### src/rtl/input_port_pkt_arbiter.sv
// Round-robin merge of NUM_IN_PORTS 1-deep port holding registers onto one registered stream; `ARB_PKT_COUNT_EN adds pkt_count.
// Latency: 2 cycles from port arrival to stream_out when uncontended; one packet per cycle sustained.
// Backpressure: stream_out_rdy low freezes the output and arbitration; a busy port drops new packets and sets overflow.
module input_port_pkt_arbiter #(
  parameter int PACKET_BITS  = 97,
  parameter int NUM_IN_PORTS = 7,
  parameter int PTR_BITS     = 3
) (
  input  logic                                clk,
  input  logic                                reset,
  input  logic [PACKET_BITS*NUM_IN_PORTS-1:0] packet_from_ports,
  output logic [PACKET_BITS-1:0]              stream_out,
  output logic                                stream_out_vld,
  input  logic                                stream_out_rdy,
  output logic [PTR_BITS-1:0]                 grant_port,
`ifdef ARB_PKT_COUNT_EN
  output logic [31:0]                         pkt_count,
`endif
  output logic [NUM_IN_PORTS-1:0]             overflow
);

  logic [PACKET_BITS-1:0]  hold_q [NUM_IN_PORTS];
  logic [PACKET_BITS-1:0]  hold_d [NUM_IN_PORTS];
  logic [NUM_IN_PORTS-1:0] pend_q, pend_d;
  logic [NUM_IN_PORTS-1:0] overflow_q, overflow_d;
  logic [PTR_BITS-1:0]     rr_ptr_q, rr_ptr_d;
  logic [PTR_BITS-1:0]     grant_port_q, grant_port_d;
  logic [PACKET_BITS-1:0]  stream_out_q, stream_out_d;
  logic                    stream_out_vld_q, stream_out_vld_d;

  logic                    load;
  logic                    win_vld;
  logic                    grant;
  logic [PTR_BITS-1:0]     win;
  logic [PTR_BITS-1:0]     cand;

  function automatic logic [PTR_BITS-1:0] rr_idx(input logic [PTR_BITS-1:0] base, input int k);
    int s;
    s = (int'(base) + k) % NUM_IN_PORTS;
    return PTR_BITS'(s);
  endfunction

  // Search starts one past the last winner so the last winner has lowest priority.
  always_comb begin
    load    = ~stream_out_vld_q | stream_out_rdy;
    win_vld = 1'b0;
    win     = '0;
    cand    = '0;
    for (int k = 1; k <= NUM_IN_PORTS; k++) begin
      cand = rr_idx(rr_ptr_q, k);
      if (!win_vld && pend_q[cand]) begin
        win_vld = 1'b1;
        win     = cand;
      end
    end
    grant = load & win_vld;
  end

  always_comb begin
    hold_d           = hold_q;
    pend_d           = pend_q;
    overflow_d       = overflow_q;
    rr_ptr_d         = rr_ptr_q;
    grant_port_d     = grant_port_q;
    stream_out_d     = stream_out_q;
    stream_out_vld_d = stream_out_vld_q;

    if (grant) begin
      stream_out_d     = hold_q[win];
      stream_out_vld_d = 1'b1;
      grant_port_d     = win;
      rr_ptr_d         = win;
      pend_d[win]      = 1'b0;
    end else if (load) begin
      stream_out_vld_d = 1'b0;
    end

    // Arrivals are applied after the grant so a same-cycle refill keeps pend set.
    for (int i = 0; i < NUM_IN_PORTS; i++) begin
      if (packet_from_ports[PACKET_BITS*i + PACKET_BITS-1]) begin
        if (!pend_q[i] || (grant && (win == PTR_BITS'(i)))) begin
          hold_d[i] = packet_from_ports[PACKET_BITS*i +: PACKET_BITS];
          pend_d[i] = 1'b1;
        end else begin
          overflow_d[i] = 1'b1;
        end
      end
    end
  end

  always_ff @(posedge clk) begin
    if (!reset) begin
      for (int i = 0; i < NUM_IN_PORTS; i++) begin
        hold_q[i] <= '0;
      end
      pend_q           <= '0;
      overflow_q       <= '0;
      rr_ptr_q         <= PTR_BITS'(NUM_IN_PORTS-1);
      grant_port_q     <= '0;
      stream_out_q     <= '0;
      stream_out_vld_q <= 1'b0;
    end else begin
      hold_q           <= hold_d;
      pend_q           <= pend_d;
      overflow_q       <= overflow_d;
      rr_ptr_q         <= rr_ptr_d;
      grant_port_q     <= grant_port_d;
      stream_out_q     <= stream_out_d;
      stream_out_vld_q <= stream_out_vld_d;
    end
  end

`ifdef ARB_PKT_COUNT_EN
  logic [31:0] pkt_count_q, pkt_count_d;

  always_comb begin
    pkt_count_d = pkt_count_q;
    if (stream_out_vld_q && stream_out_rdy) begin
      pkt_count_d = pkt_count_q + 32'd1;
    end
  end

  always_ff @(posedge clk) begin
    if (!reset) begin
      pkt_count_q <= '0;
    end else begin
      pkt_count_q <= pkt_count_d;
    end
  end

  assign pkt_count = pkt_count_q;
`endif

  assign stream_out     = stream_out_q;
  assign stream_out_vld = stream_out_vld_q;
  assign grant_port     = grant_port_q;
  assign overflow       = overflow_q;

endmodule

### config.mk
export PLATFORM = sky130hd
export DESIGN_NAME = input_port_pkt_arbiter
export DESIGN_NICKNAME = d
export VERILOG_FILES = /design/src/rtl/input_port_pkt_arbiter.sv
export SDC_FILE = /design/constraint.sdc
export NUM_CORES = 2
export LEC_CHECK = 0
export CAP_MARGIN = 20
export CORE_AREA = 2 2 309 311
export DETAILED_ROUTE_END_ITERATION = 8
export DIE_AREA = 0 0 311 313
export PLACE_DENSITY = 0.65
export SLEW_MARGIN = 10
export SYNTH_ARGS = -nofsm -noshare
export SYNTH_HDL_FRONTEND = slang
export SYNTH_SLANG_ARGS = --single-unit
### constraint.sdc
create_clock -name clk -period 8.7 [get_ports clk]
set_input_delay 2.61 -clock clk [delete_from_list [all_inputs] [get_ports clk]]
set_output_delay 2.61 -clock clk [all_outputs]
set_load 0.02 [all_outputs]
==> results.ini <==
[status]
status = complete, no violations

[clock_network]
clk_latency_ps = 660
clk_pin_slew_ps = 60
clockBufferDepth = 3
clockRootBuffer = clkbuf_16
clock_sinks = 796
cts_tree = done
cts_resized = 0
post-cts-setup-buffers = 0
cts_buffers = 88
cts_htree_levels = 3
postCtsHoldBufs = 0

[sta]
fmax_ghz = 0.1361
fin_crit_sh_pct = 84.43
worstMarginPinSlew_ps = 1177
drv_slew = 0
fin_skew_ps = 31.88
fin_setup_tns_ps = 0
relSlewSlack_pct = 21.52
rsz0062_at_grt = false
period_needed_ps = 7345
setup_viol = 0
hold_viol_final = 0

[die]
fp.dieW_um = 311
die-area_um2 = 97340
start_util_pct = 40.58
core_um2 = 94160
boundaryPins = 790
num_rows = 113
die_height_um = 313

[synthesis]
yosysSeqAreaShare_pct = 41.71
synthArstFlopShare_pct = 0
yosysTopAreaCell = dfxtp_1
synth_edf_count = 0
synth_area_leaders = dfxtp_1 42%, mux2i_1 18%, nand2_1 12%
synth_fp_nets = 5165
synth_area_per_cell_um2 = 8.563
syn_inst = 4462
synth_seq_cells = 796
synth_cell_types = 90
ys_warn_count = 0
synth_area_um2 = 38210
synth_top_area_share_pct = 41.71
synth_ff_type = dfxtp_1

[worst_setup_path]
worstSetupPathType = flop to flop
crit_path_start_kind = flop
critPathRequiredTime_ps = 9210
arrival_ps = 7860
r2r_slack_ps = 1350
r2r_cells = 19
crit_path_max_fanout = 53
worstSetupEndpointType = flop

[layout]
regArea_um2 = 15940
multi_input_area_um2 = 20400
area_growth_pct = 30.72
nNetsFinal = 5696
fillers = 8814
layout-drive-gt1-share_pct = 7.244

[routing]
ant_nets = 0
wl_per_cell_um = 23.58
drt_iter0_drc = 3398
drc = 0
avgViaCountPerCell = 5.583
wl_um = 150200
route.vias.total = 35560
drt_first_pass_iters = 7

[global_routing]
grt_max_degree = 202
grt_pass1_wl_um = 218200
antenna_found_initial = 46
grt_pass1_vias = 34030
grt_usage_pct = 29.22
overflow = 0

[placement]
hpwl_um = 100900
portBuffers = 789
place.gp.congestion = 0.9230

[worst_hold_path]
min_path_type = flop to flop
hold_depth = 2

[flow_run]
maxCapViolCount = 0

[kinds of logic after synthesis]
family | after synthesis | share of synthesized area, %
AND/OR/NAND/NOR | 1553 | 16.65
flip-flops | 796 | 41.71
buffers and inverters | 437 | 5.220
multiplexers | 805 | 21.59
AO/OA/AOI/OAI | 835 | 13.79
XOR/XNOR | 15 | 0.3635
adder cells (fa/ha/maj) | 21 | 0.6877
[worst paths after layout]
path | startpoint | endpoint
worst max-delay path | rr_ptr_q[1] | stream_out[50]
worst min-delay path | hold_q[590] | hold_q[590]
worst max register to register | rr_ptr_q[1] | stream_out[50]
worst min register to register | hold_q[590] | hold_q[590]
[cells in the mapped netlist (4+ instances only)]
master,number
a211o_1,4
a211oi_1,9
a21o_1,9
a21oi_1,219
a221oi_1,99
a22oi_1,4
a31oi_1,50
and2_1,8
and3_1,53
buf_1,10
buf_2,66
buf_4,35
buf_6,11
buf_8,5
clkbuf_1,284
dfxtp_1,796
ha_1,21
inv_1,23
mux2_2,102
mux2i_1,698
mux4_2,4
nand2_1,1229
nand2b_1,9
nand3_1,151
nand3b_1,4
nand4_1,11
nor2_1,52
nor2b_1,11
nor3_1,4
nor3b_1,4
o2111ai_1,4
o211ai_1,12
o21a_1,13
o21ai_0,273
o21ai_1,23
o221ai_1,6
o22a_1,54
xnor2_1,13
[layer usage]
layer	vias to the layer above	global-route usage, %	wire (um)
li1	16620	-	-
met1	17100	38.76	64510
met2	1550	46.59	69160
met3	281	5.114	10750
met4	14	13.03	5689
met5	-	0	98
[cells in the final DEF (no fill, tap or decap), drive strengths merged, types with 14 or more instances in the layout]
cell,count
nand3,151
buf,66
a31oi,50
inv,25
a221oi,101
nand2,1229
mux2i,699
and3,53
xnor2,14
a21oi,220
o22a,54
ha,21
nor2,52
mux2,102
diode,39
clkinv,25
clkdlybuf4s50,787
o21ai,296
dfxtp,796
clkbuf,123
[worst max-delay path, cell delays in order, from the launching register on]
cell	delay (ps)
dfxtp_1	590
inv_1	240
ha_1	320
buf_4	220
inv_1	410
ha_1	240
ha_1	430
nor3b_2	410
o211a_2	300
a211oi_1	100
xnor2_1	390
nand4_1	210
o32ai_1	500
and3_1	360
and4_2	300
buf_4	620
nor2_1	250
nand2_4	900
o22a_1	300
a21oi_1	70
[sequential cells by signal, indices dropped and copies added, names as in the netlist]
name and count:
overflow 7, hold_q 679, grant_port 2, rr_ptr_q 3
stream_out 97, stream_out_vld 1, pend_q 7
[final cells by class]
cell class | count | area share, %
inverters | 25 | 0.1954
well taps | 1265 | 3.169
diodes | 39 | 0.1954
clock buffers | 123 | 5.176
multi-input cells | 3229 | 40.85
repair buffers | 853 | 17.31
flip-flops and latches | 796 | 31.91
clock inverters | 40 | 1.203
[per-stage QoR]
step | worst slack, ps | util [%] | area, um^2 | instances | hold WS [ps]
floorplan | 2598 | - | 38210 | 4462 | 430.3
global placement | 1709 | 49.55 | 46660 | 6168 | 436.8
detailed placement | 1534 | 49.55 | 46660 | 6168 | 442.6
CTS | 1470 | 52.94 | 49850 | 6331 | 454.5
global route | 942.3 | 53.03 | 49940 | 6367 | 464.5
finish | 1355 | 53.04 | 49940 | 6370 | 452.9
Power is not shown: default switching activity piles up to over one toggle a cycle in this logic, so the estimate is an artifact.
